[config.mk]
export PLATFORM = sky130hd
export DESIGN_NAME = uart_rx_capture
export DESIGN_NICKNAME = d
export VERILOG_FILES = /design/src/rtl/uart_rx_pkg.sv /design/src/rtl/uart_rx_capture_if.sv /design/src/rtl/uart_rx_fifo.sv /design/src/rtl/uart_rx_capture.sv
export SDC_FILE = /design/constraint.sdc
export NUM_CORES = 1
export LEC_CHECK = 0
export BUFFER_PORTS_ARGS = -buffer_cell sky130_fd_sc_hd__buf_2
export CAP_MARGIN = 5
export CORE_MARGIN = 2
export CORE_UTILIZATION = 24
export DETAILED_ROUTE_END_ITERATION = 10
export PLACE_DENSITY = 0.39
export RECOVER_POWER = 25
export SLEW_MARGIN = 0
export SYNTH_ARGS = -nofsm -noshare
export SYNTH_HDL_FRONTEND = slang
export SYNTH_HIERARCHICAL = 1
export SYNTH_SLANG_ARGS = --single-unit
[constraint.sdc]
create_clock -name clk -period 2 [get_ports clk]
set_clock_uncertainty 0.2 [all_clocks]
set_input_delay 0.4 -clock clk [delete_from_list [all_inputs] [get_ports clk]]
set_output_delay 0.4 -clock clk [all_outputs]
set_load 0.05 [all_outputs]
[src/rtl/uart_rx_pkg.sv]
// Shared types for the UART receive capture block: FSM state encoding,
// parity mode encodings and the parity reference helper.
package uart_rx_pkg;

  typedef enum logic [2:0] {
    IDLE,
    START,
    DATA,
    PARITY,
    STOP,
    BREAK
  } rx_state_e;

  localparam int PARITY_NONE = 0;
  localparam int PARITY_EVEN = 1;
  localparam int PARITY_ODD  = 2;

  // Line value the parity bit must carry for the given payload.
  function automatic logic parity_bit(input logic [8:0] payload, input int mode);
    return (mode == PARITY_ODD) ? ~(^payload) : ^payload;
  endfunction

endpackage

[src/rtl/uart_rx_capture_if.sv]
// Read side of the receive FIFO: head data, valid/ready pop handshake and occupancy.
interface uart_rx_capture_if #(
  parameter int DATA_BITS = 8,
  parameter int CNT_W     = 4
);
  logic [DATA_BITS-1:0] rdata;
  logic                 rvalid;
  logic                 rready;
  logic [CNT_W-1:0]     count;

  modport master (output rdata, rvalid, count, input rready);
  modport slave  (input rdata, rvalid, count, output rready);
endinterface

[src/rtl/uart_rx_fifo.sv]
// Receive FIFO: power-of-two depth, pointers wrap naturally, full+push+pop accepted together.
module uart_rx_fifo #(
  parameter int DATA_BITS  = 8,
  parameter int FIFO_DEPTH = 8
) (
  input  logic                 clk,
  input  logic                 rst_n,
  input  logic                 push_i,
  input  logic [DATA_BITS-1:0] wdata_i,
  output logic                 drop_o,
  uart_rx_capture_if.master    rd
);
  localparam int AW = $clog2(FIFO_DEPTH);
  localparam int CW = AW + 1;

  logic [DATA_BITS-1:0] mem_q [FIFO_DEPTH];
  logic [AW-1:0]        wr_ptr_q, rd_ptr_q;
  logic [CW-1:0]        count_q;
  logic                 rvalid, full, pop, wr_en;

  assign rvalid = (count_q != '0);
  assign full   = (count_q == CW'(FIFO_DEPTH));
  assign pop    = rvalid && rd.rready;
  assign wr_en  = push_i && (!full || pop);
  assign drop_o = push_i && full && !pop;

  always_ff @(posedge clk or negedge rst_n) begin
    if (!rst_n) begin
      wr_ptr_q <= '0;
      rd_ptr_q <= '0;
      count_q  <= '0;
    end else begin
      if (wr_en) wr_ptr_q <= wr_ptr_q + AW'(1);
      if (pop)   rd_ptr_q <= rd_ptr_q + AW'(1);
      unique case ({wr_en, pop})
        2'b10:   count_q <= count_q + CW'(1);
        2'b01:   count_q <= count_q - CW'(1);
        default: count_q <= count_q;
      endcase
    end
  end

  // NOTE: storage carries no reset; the head is gated by rvalid, so stale entries never reach the port.
  always_ff @(posedge clk) begin
    if (wr_en) mem_q[wr_ptr_q] <= wdata_i;
  end

  assign rd.rvalid = rvalid;
  assign rd.rdata  = rvalid ? mem_q[rd_ptr_q] : '0;
  assign rd.count  = count_q;

endmodule

[src/rtl/uart_rx_capture.sv]
// UART receiver: synchronised line, mid-bit sampling FSM with parity/stop checks,
// sticky error flags and a small receive FIFO for the consumer.
module uart_rx_capture
  import uart_rx_pkg::*;
#(
  parameter int CLK_DIV     = 32,
  parameter int DATA_BITS   = 8,
  parameter int PARITY_MODE = 0,
  parameter int STOP_BITS   = 1,
  parameter int FIFO_DEPTH  = 8
) (
  input  logic                          clk,
  input  logic                          rst_n,
  input  logic                          rx_i,
  input  logic                          rx_en_i,
  output logic [DATA_BITS-1:0]          rdata_o,
  output logic                          rvalid_o,
  input  logic                          rready_i,
  output logic [$clog2(FIFO_DEPTH):0]   count_o,
  output logic                          frame_err_o,
  output logic                          parity_err_o,
  output logic                          overrun_o,
  input  logic                          clr_err_i
);
  localparam int DIV_W = $clog2(CLK_DIV);
  localparam int CNT_W = $clog2(FIFO_DEPTH) + 1;
  localparam logic [DIV_W-1:0] HALF_BIT  = DIV_W'(CLK_DIV / 2 - 1);
  localparam logic [DIV_W-1:0] FULL_BIT  = DIV_W'(CLK_DIV - 1);
  localparam logic [3:0]       LAST_DATA = 4'(DATA_BITS - 1);

  logic                 sync1_q, sync2_q, rx_prev_q, rx_s;
  rx_state_e            state_q;
  logic [DIV_W-1:0]     tick_q;
  logic                 bit_tick;
  logic [3:0]           bit_idx_q;
  logic                 stop_idx_q;
  logic [DATA_BITS-1:0] shift_q;
  logic                 discard_q, push_q;
  logic                 frame_err_q, parity_err_q, overrun_q;
  logic                 fifo_drop;

  // NOTE: the synchroniser resets to the idle line level so reset release never looks like a start edge.
  always_ff @(posedge clk or negedge rst_n) begin
    if (!rst_n) begin
      sync1_q   <= 1'b1;
      sync2_q   <= 1'b1;
      rx_prev_q <= 1'b1;
    end else begin
      sync1_q   <= rx_i;
      sync2_q   <= sync1_q;
      rx_prev_q <= sync2_q;
    end
  end

  assign rx_s     = sync2_q;
  assign bit_tick = (tick_q == '0);

  // Error sets are written after the clear so a same-cycle error keeps its flag.
  always_ff @(posedge clk or negedge rst_n) begin
    if (!rst_n) begin
      state_q      <= IDLE;
      tick_q       <= '0;
      bit_idx_q    <= '0;
      stop_idx_q   <= 1'b0;
      shift_q      <= '0;
      discard_q    <= 1'b0;
      push_q       <= 1'b0;
      frame_err_q  <= 1'b0;
      parity_err_q <= 1'b0;
      overrun_q    <= 1'b0;
    end else begin
      push_q <= 1'b0;
      if (clr_err_i) begin
        frame_err_q  <= 1'b0;
        parity_err_q <= 1'b0;
        overrun_q    <= 1'b0;
      end
      if (fifo_drop) overrun_q <= 1'b1;
      if (state_q != IDLE && state_q != BREAK)
        tick_q <= bit_tick ? FULL_BIT : tick_q - DIV_W'(1);

      unique case (state_q)
        IDLE: begin
          if (rx_en_i && rx_prev_q && !rx_s) begin
            state_q <= START;
            tick_q  <= HALF_BIT;
          end
        end
        START: begin
          if (bit_tick) begin
            if (rx_s) begin
              state_q <= IDLE;
            end else begin
              state_q   <= DATA;
              bit_idx_q <= '0;
              discard_q <= 1'b0;
            end
          end
        end
        DATA: begin
          if (bit_tick) begin
            shift_q   <= {rx_s, shift_q[DATA_BITS-1:1]};
            bit_idx_q <= bit_idx_q + 4'd1;
            if (bit_idx_q == LAST_DATA) begin
              state_q    <= (PARITY_MODE != PARITY_NONE) ? PARITY : STOP;
              stop_idx_q <= 1'b0;
            end
          end
        end
        PARITY: begin
          if (bit_tick) begin
            if (rx_s != parity_bit(9'(shift_q), PARITY_MODE)) begin
              parity_err_q <= 1'b1;
              discard_q    <= 1'b1;
            end
            state_q <= STOP;
          end
        end
        STOP: begin
          if (bit_tick) begin
            if (!rx_s) begin
              frame_err_q <= 1'b1;
              state_q     <= BREAK;
            end else if (stop_idx_q == 1'(STOP_BITS - 1)) begin
              push_q  <= !discard_q;
              state_q <= IDLE;
            end else begin
              stop_idx_q <= 1'b1;
            end
          end
        end
        BREAK: begin
          if (rx_s) state_q <= IDLE;
        end
        default: state_q <= IDLE;
      endcase
    end
  end

  uart_rx_capture_if #(.DATA_BITS(DATA_BITS), .CNT_W(CNT_W)) rd_if ();

  uart_rx_fifo #(
    .DATA_BITS  (DATA_BITS),
    .FIFO_DEPTH (FIFO_DEPTH)
  ) u_fifo (
    .clk     (clk),
    .rst_n   (rst_n),
    .push_i  (push_q),
    .wdata_i (shift_q),
    .drop_o  (fifo_drop),
    .rd      (rd_if.master)
  );

  assign rd_if.rready = rready_i;
  assign rdata_o      = rd_if.rdata;
  assign rvalid_o     = rd_if.rvalid;
  assign count_o      = rd_if.count;
  assign frame_err_o  = frame_err_q;
  assign parity_err_o = parity_err_q;
  assign overrun_o    = overrun_q;

endmodule

==> results of run 1 <==
[power by group through the flow]
stage,registers [mW],logic [mW],clock network [mW]
after detailed placement,2.69,3.27,0
after global placement,2.68,3.24,0
after global routing,2.67,3.99,1.89
after floorplan,2.72,2.41,0
after CTS,2.64,3.65,1.82
final,2.65,3.74,1.74
[registers in the layout, summed over array words and instances (netlist names)]
signal	flops
parity_err_o	1
tick_q	5
u_fifo/mem_q	64
sync1_q	1
overrun_o	1
u_fifo/wr_ptr_q	3
discard_q	1
rx_s	1
u_fifo/rd.count	4
shift_q	8
frame_err_o	1
u_fifo/rd_ptr_q	3
state_q	3
bit_idx_q	4
push_q	1
rx_prev_q	1
[critical path: stages, from the launching register on]
cell	delay (ns)
dfrtp_2	0.46
buf_12	0.17
mux2i_2	0.17
a221o_1	0.34
a221oi_4	0.20
buf_6	0.19
[cells by family (layout without fill, tap and decap cells)]
family	Yosys count	after routing	share of synthesized area
mux	47	47	0.104
fa+ha+maj	5	5	0.0134
flops	102	102	0.618
buf+inv	26	108	0.0358
compound gates	53	53	0.100
xor+xnor	17	17	0.0350
simple gates	69	69	0.0933
[stage by stage]
step / hold slack (ns) / area (um2) / setup TNS [ns] / worst slack (ns)
final: 0.0491 / 6170 / -4.52 / -0.495
after floorplan: -0.0956 / 4830 / -3.04 / -0.253
after global routing: 0.0419 / 6170 / -5.48 / -0.558
after CTS: 0.0337 / 6090 / -4.63 / -0.514
after detailed placement: 0.149 / 5630 / -1.84 / -0.223
after global placement: 0.148 / 5630 / -1.59 / -0.219
[Yosys cell counts (all sizes together), types with 9 or more instances]
cell    count
buf        14
dfrtp      35
edfxtp     64
inv         9
mux2       11
mux2i      36
nand2      13
nor2       16
nor3       11
o21ai       9
xnor2       9
[cell usage in the layout, fill, tap and decap left out, types with 7 or more instances in the layout]
cell / instances
edfxtp_1: 64
nand2_1: 10
clkbuf_16: 9
dfrtp_1: 29
buf_4: 36
buf_6: 14
xnor2_1: 9
o21ai_0: 8
mux2i_1: 35
a221o_1: 8
a221oi_4: 8
mux2_2: 7
buf_2: 12
buf_12: 12
nor2_1: 10
clkbuf_1: 7
xor2_1: 7
[final timing paths]
kind	from	cells past startpoint	slack, ns	end
hold / removal	clr_err_i	2	0.05	frame_err_o
min in group asynchronous	rst_n	2	0.32	tick_q[2]
hold reg to reg	sync1_q	0	0.16	rx_s
setup reg to reg	u_fifo/rd.count[0]	10	-0.29	u_fifo/rd.count[1]
max in group asynchronous	rst_n	3	0.79	u_fifo/rd.count[0]
setup / recovery	u_fifo/rd_ptr_q[1]	5	-0.49	rdata_o[1]
[timing repair]
item / CTS / global route
hold buffers: 2 / 0
setup endpoints to repair: 16 / 45
setup buffers: 7 / 5
endpoints found under the hold margin: 14 / 0
pin swaps: 9 / 9
resized for setup: 33 / 12
cloned: 1 / 0
[final cells by class]
class,instances,area [um2],share of cell area
Clock buffer,10,229,0.0371
Clock inverter,6,61.3,0.00993
Inverter,9,38.8,0.00628
Multi-Input combinational cell,191,1850,0.299
Sequential cell,102,2890,0.468
Tap cell,260,325,0.0527
Timing Repair Buffer,83,786,0.127
[per-layer routing]
layer  up-vias  wire, um
met5         -         0
met4         0       148
met3         8       191
met2        27      4940
met1      1427      4660
li1       1364         -
==> results.toml, run 1 <==
[detailed_routing]
drt-initial-drc-count = 173
wire_per_inst_um = 15.0
dr.pass1.iters = 4
wl_mm = 9.94
ant_nets = 0
vias_per_cell = 4.28
drc = 0
dr_total_vias = 2826

[power_and_ir_drop]
seq_power_share = 0.326
pwr-share-comb = 0.460
ir_drop_mv = 0.672
fin_total_pwr_mw = 8.12
swShare = 0.380
power_density_mw_per_mm2 = 1320
power_leakage_nw = 2.41
switching_power_mw = 3.08
p_int_mw = 5.04
p_clk_frac = 0.214

[sta]
slew_headroom = 0.627
finalHoldViolCount = 0
finalWorstSetupSlack_ns = -0.495
finalSetupViolCount = 11
slew_viol_final = 0
worst_pin_slew_ns = 0.559
min_period_over_period = 1.25
fmax_mhz = 401
rsz0062_at_grt = "yes"
min_period_ns = 2.49

[synthesis]
syn-num-nets = 330
synthArstFlopShare = 0.373
syn_area_mm2 = 0.00465
yosys.area.top_type_share = 0.413
syn_inst = 319
ys_ff_latch = 102
synth-edff-count = 64
yosys.area.top_type = "edfxtp_1"
yosysSeqAreaShare = 0.618
synthDistinctLibCells = 60
ys.flop_type = "edfxtp_1"
yosys-top-cells-area = "edfxtp_1, dfrtp_1, mux2i_1"
synth_area_per_cell_um2 = 14.6
yosysWarnings = 6

[clock_network]
clockBufferDepth = 2
clock-sinks = 102
cts_tree = "yes"
clk_pin_slew_ns = 0.08
htree_levels = 3
cts_buffers = 9
cts-root-buf = "clkbuf_16"
worstSkewPairLatency_ns = 0.35

[die]
dieArea_mm2 = 0.0205
die_h_um = 143
ios = 22
dieWidth_um = 143
num_rows = 50
core_area_mm2 = 0.0189
start_util = 0.246

[grt]
met1_usage = 0.134
antenna_found_initial = 0
grt_max_degree = 23
top_usage_layer = "met2"
grt_pass1_wl_mm = 16.1
grt_pass1_vias = 2898
use_met2 = 0.171
grt_usage = 0.104
grt_overflow_total = 0
use_met3 = 0.0241

[critical_path]
crit_path_end_kind = "output pin"
start_kind = "register"
arrival_ns = 1.89
cp.required_ns = 1.40
cp_max_fo = 9
criticalPathCategory = "register to output pin"

[placed_design]
portBuffers = 21
routabilityCongestion = 0.734
hpwl_mm = 6.93
placed_cells = 631

[cells_and_area]
nFillCells = 1879
drive_gt1_frac = 0.384
nNetsFinal = 407
area_growth_pct = 32.7
diodes = 0
instances_no_fill = 661
utilization = 0.327

[outcome]
status = "complete, but fails checks"
violations = "negative setup slack"

[min_path]
hp-class = "primary input to register"

[flow_run]
drv_cap = 0
Power figures use the tool's default switching activity.
==> run 2, diff against run 1 <==
REMOVE_ABC_BUFFERS = 1   (was not set)
==> run 2 against run 1 <==
  * The run still ends with negative setup slack left
  * Worst hold slack got worse by 0.0096 ns
  * Power fell by 6.6%
  * Global-route usage fell by 0.71 points
  * Clock power fell by 2%
  * Non-clock buffer count fell by 4
  * First-iteration DRC count fell by 38%
  * Core utilization fell by 1.7 points
  * Count of clock-buffer cells in the layout fell by 1
==> results.toml, run 2 (same netlist as run 1, synthesis figures left out) <==
[cells_and_area]
regArea_mm2 = 0.00288
largest_reg_flops = 64
mostFrequentLayoutCells = "edfxtp_1, buf_4, mux2i_1"
diodes = 0
reg_top3 = "u_fifo/mem_q: 64 flops, shift_q: 8 flops, tick_q: 5 flops"
nFillCells = 1926
nNetsFinal = 403
mostFrequentLayoutCell = "edfxtp_1"
multiInputGateArea_mm2 = 0.00169
largest-register = "u_fifo/mem_q"
area_growth_pct = 26.0
instances_no_fill = 657
drive_gt1_frac = 0.353

[placed_design]
portBuffers = 21
placed_cells = 633
routabilityCongestion = 0.701
hpwl_mm = 6.72

[power_and_ir_drop]
seq_power_share = 0.345
p_int_mw = 4.71
swShare = 0.379
power_density_mw_per_mm2 = 1290
switching_power_mw = 2.87
power_leakage_nw = 2.34
ir_drop_mv = 0.458
pwr-share-comb = 0.431
p_clk_frac = 0.224
fin_total_pwr_mw = 7.58

[sta]
worst_pin_slew_ns = 0.581
slew_headroom = 0.611
finalSetupViolCount = 49
min_period_over_period = 1.22
finalHoldViolCount = 0
finalWorstSetupSlack_ns = -0.433
rsz0062_at_grt = "yes"
fin_setup_tns_ns = -4.38
slew_viol_final = 0
min_period_ns = 2.43
fmax_mhz = 411

[critical_path]
slowest_stage = "dfrtp_2"
cp_cell_sequence = "buf_12, mux2i_1, a221o_1, a221oi_2, buf_6"
arrival_ns = 1.83
criticalPathCategory = "register to output pin"
critPathBufInv = 2
crit_path_end_kind = "output pin"
start_kind = "register"
cp.required_ns = 1.40
cp_top_family = "compound AO/OA/AOI/OAI gates"
cp_max_fo = 16
slowest_delay_ns = 0.42

[clock_network]
clk_pin_slew_ns = 0.07
clockBufferDepth = 2
cts-root-buf = "clkbuf_16"
worstSkewPairLatency_ns = 0.35
cts_buffers = 9
htree_levels = 3
cts_tree = "yes"
clock-sinks = 102

[die]
dieWidth_um = 143
num_rows = 50
die_h_um = 143
dieArea_mm2 = 0.0205
start_util = 0.246
ios = 22
core_area_mm2 = 0.0189

[detailed_routing]
vias_per_cell = 4.15
drc = 0
ant_nets = 0
drt-initial-drc-count = 107
wl_mm = 9.36
dr_total_vias = 2729
dr.pass1.iters = 4
wire_per_inst_um = 14.2

[outcome]
violations = "negative setup slack"
status = "complete, but fails checks"

[grt]
grt_pass1_vias = 2806
grt_pass1_wl_mm = 15.1
grt_max_degree = 20
grt_overflow_total = 0
antenna_found_initial = 0
grt_usage = 0.0971

[flow_run]
drv_cap = 0

[min_path]
hp-class = "primary input to register"
-- run 2: cell count changes in the layout (fill, tap and decap cells not counted), moves of 3 or more --
cell / change
buf_12: -11
nor2_4: -6
dfrtp_1: +5
mux2_4: -3
nor3_4: -3
dfrtp_2: -4
buf_6: +6
a221oi_2: +8
a221oi_4: -8
nor2_2: +4
-- run 2: worst reg2reg max path: cells and delay by family, from the launching register on --
family	cells	cell delay (ns)
DFF	1	0.43
and+or+nand+nor	3	0.40
buffers and inverters	4	0.52
AOI/OAI and AO/OA	1	0.20
-- run 2: layout make-up --
| cell class | count | share of cell area |
|---|---|---|
| Clock buffer | 9 | 0.0384 |
| Clock inverter | 7 | 0.0109 |
| Inverter | 9 | 0.00662 |
| Multi-Input combinational cell | 191 | 0.288 |
| Sequential cell | 102 | 0.491 |
| Tap cell | 260 | 0.0555 |
| Timing Repair Buffer | 79 | 0.109 |
-- run 2: per-stage QoR --
stage          worst slack (ns)   util  cell area, um2  hold slack [ns]
2_1_floorplan             -1.10      -            4520          -0.0956
3_3_place_gp             -0.148  0.283            5340            0.151
3_5_place_dp             -0.211  0.283            5340            0.151
4_1_cts                  -0.466  0.304            5740           0.0291
5_1_grt                  -0.534  0.310            5860           0.0247
6_report                 -0.433  0.310            5860           0.0394
-- run 2: timing repair --
| action | in CTS | in global routing |
|---|---|---|
| hold buffers | 2 | 0 |
| endpoints found under the setup margin | 15 | 84 |
| endpoints found under the hold margin | 14 | 0 |
| pin swaps | 10 | 9 |
| resized for setup | 25 | 28 |
| setup buffers | 3 | 4 |
-- run 2: per-layer routing --
metal | routed length, um | vias up | track usage
met5 | 0 | - | 0
met4 | 97 | 0 | 0.0248
met3 | 299 | 8 | 0.0332
met2 | 4370 | 27 | 0.155
met1 | 4590 | 1342 | 0.126
li1 | - | 1352 | -
-- run 2: power by group through the flow --
| stage | logic, mW | clock network (mW) | registers, mW |
|---|---|---|---|
| after floorplan | 1.77 | 0 | 2.93 |
| after global placement | 2.95 | 0 | 2.65 |
| after detailed placement | 2.97 | 0 | 2.66 |
| after CTS | 3.23 | 1.77 | 2.61 |
| after global routing | 3.51 | 1.85 | 2.65 |
| final | 3.27 | 1.70 | 2.62 |
-- run 2: final timing paths --
| path | from | to | slack [ns] | depth (start not counted) |
|---|---|---|---|---|
| max | u_fifo/rd_ptr_q[1] | rdata_o[0] | -0.43 | 5 |
| min | clr_err_i | frame_err_o | 0.04 | 2 |
| max reg2reg | u_fifo/rd.count[3] | u_fifo/mem_q[7][1] | -0.04 | 8 |
| min reg2reg | sync1_q | rx_s | 0.17 | 0 |
| max in group asynchronous | rst_n | u_fifo/rd_ptr_q[1] | 0.72 | 3 |
| min in group asynchronous | rst_n | overrun_o | 0.31 | 2 |
==> run 3, diff against run 2 <==
PLACE_DENSITY = 0.46   (was 0.39)
==> run 3 against run 2 <==
  * The run still ends with negative setup slack left
  * Core utilization decreased by 0.35 points
  * Sequential share of layout area rose by 0.56 points
  * Register-to-register slack got worse by 0.03 ns
  * Combinational power down 1%
  * Setup slack better by 0.020 ns
  * Worst hold slack better by 0.020 ns
  * First-iteration DRC count down 39%
  * Flip-flop and latch count unchanged
  * Sequential power hardly changed
  * Cell area fell by 1.1%
  * Critical endpoint is now rdata_o[2]
==> results.toml, run 3 (same netlist as run 1, synthesis figures left out) <==
[critical_path]
regToRegSetupSlack_ns = -0.07
arrival_ns = 1.81
cp_max_fo = 15
start_kind = "register"
r2r_cells = 8
criticalPathCategory = "register to output pin"
timing.rr.end = "u_fifo/rd.count[1]"
cp.required_ns = 1.40
r2r-start = "u_fifo/rd.count[0]"
crit_path_end_kind = "output pin"

[detailed_routing]
wl_mm = 8.74
met3_length_um = 207
dr.pass1.iters = 4
wl_met1_mm = 4.17
routed.top_layer = "met4"
dr_total_vias = 2726
drc = 0
drt-initial-drc-count = 65
vias_per_cell = 4.15
route.met2.wl_mm = 4.25
ant_nets = 0
wire_per_inst_um = 13.3

[cells_and_area]
area_growth_pct = 24.5
mostFrequentLayoutCells = "edfxtp_1, buf_4, mux2i_1"
finish.instance_area_mm2 = 0.00579
mostFrequentLayoutCell = "edfxtp_1"
utilization = 0.307
nNetsFinal = 403
largest_reg_flops = 64
largest-register = "u_fifo/mem_q"
nFillCells = 1936
diodes = 0
drive_gt1_frac = 0.338
reg_top3 = "u_fifo/mem_q: 64 flops, shift_q: 8 flops, tick_q: 5 flops"

[placed_design]
portBuffers = 21
routabilityCongestion = 0.728
dpl_cell_area_mm2 = 0.00532
hpwl_mm = 6.25

[sta]
fin_setup_tns_ns = -3.36
worst_pin_slew_ns = 0.595
finalHoldViolCount = 0
min_period_ns = 2.41
min_period_over_period = 1.21
finalWorstSetupSlack_ns = -0.413
finalSetupViolCount = 11
slew_viol_final = 0
rsz0062_at_grt = "yes"
fmax_mhz = 414
slew_headroom = 0.601

[clock_network]
cts_buffers = 9
clk_pin_slew_ns = 0.07
clockBufferDepth = 2
cts-root-buf = "clkbuf_16"
worstSkewPairLatency_ns = 0.34
cts_tree = "yes"
htree_levels = 3
clock-sinks = 102

[power_and_ir_drop]
power_density_mw_per_mm2 = 1320
power_leakage_nw = 2.33
ir_drop_mv = 0.485
fin_total_pwr_mw = 7.63

[grt]
grt_pass1_vias = 2760
antenna_found_initial = 0
grt_pass1_wl_mm = 14.4
grt_max_degree = 39
grt_overflow_total = 0
grt_usage = 0.0919

[die]
num_rows = 50
core_area_mm2 = 0.0189
dieArea_mm2 = 0.0205
dieWidth_um = 143
start_util = 0.246
ios = 22
die_h_um = 143

[min_path]
worstHoldEndpoint = "frame_err_o"
hp-class = "primary input to register"
hold_path_depth = 2
min_from = "clr_err_i"

[outcome]
violations = "negative setup slack"
status = "complete, but fails checks"

[flow_run]
drv_cap = 0
run 3: cell count changes in the layout (fill, tap and decap cells not counted), sizes merged:
| cell | delta |
|---|---|
| bufinv | +1 |
| inv | -2 |
| clkbuf | +1 |
run 3: area by class of cell:
type                    instances  area, um2  area share
clock buffers                  10        229      0.0395
well taps                     260        325      0.0562
multi-input cells             191       1640       0.284
repair buffers                 79        603       0.104
inverters                       9       36.3     0.00626
flip-flops and latches        102       2880       0.497
clock inverters                 6       77.6      0.0134
run 3: worst max-delay path by stage:
stage	slack, ns	cells past startpoint	startpoint	end
after floorplan	-1.10	3	u_fifo/rd_ptr_q[1]	rdata_o[0]
after global placement	-0.20	3	u_fifo/rd_ptr_q[0]	rdata_o[1]
after global routing	-0.51	5	u_fifo/rd_ptr_q[1]	rdata_o[2]
after CTS	-0.47	5	u_fifo/rd_ptr_q[1]	rdata_o[1]
after detailed placement	-0.22	3	u_fifo/rd_ptr_q[0]	rdata_o[1]
final	-0.41	5	u_fifo/rd_ptr_q[1]	rdata_o[2]
run 3: per-stage QoR:
stage | instances | hold slack [ns] | setup WS (ns)
final | 657 | 0.0599 | -0.413
after global routing | 657 | 0.0461 | -0.514
after CTS | 651 | 0.0405 | -0.473
after detailed placement | 630 | 0.150 | -0.223
after global placement | 630 | 0.146 | -0.200
after floorplan | 302 | -0.0956 | -1.10
run 3: layer usage:
layer | vias to the layer above | global-route usage
li1 | 1358 | -
met1 | 1336 | 0.117
met2 | 23 | 0.149
met3 | 9 | 0.0288
met4 | 0 | 0.0310
met5 | - | 0
run 3: repair_timing:
item                                    in CTS  in global routing
pin swaps                                    9                  8
hold endpoints to repair                    36                  0
hold buffers                                 2                  0
buffers inserted                             4                  6
resized for setup                           24                  8
endpoints found under the setup margin      13                 23
run 3: critical path: stages (launching register included):
cell and delay [ns]:
dfrtp_2 0.42, buf_12 0.16, mux2i_1 0.12, a221o_1 0.35, a221oi_2 0.21, buf_6 0.20
run 3: power by group:
part	switching, mW	internal (mW)
Sequential	0.202	2.40
Clock	0.802	0.993
Combinational	1.80	1.44
Total	2.80	4.83
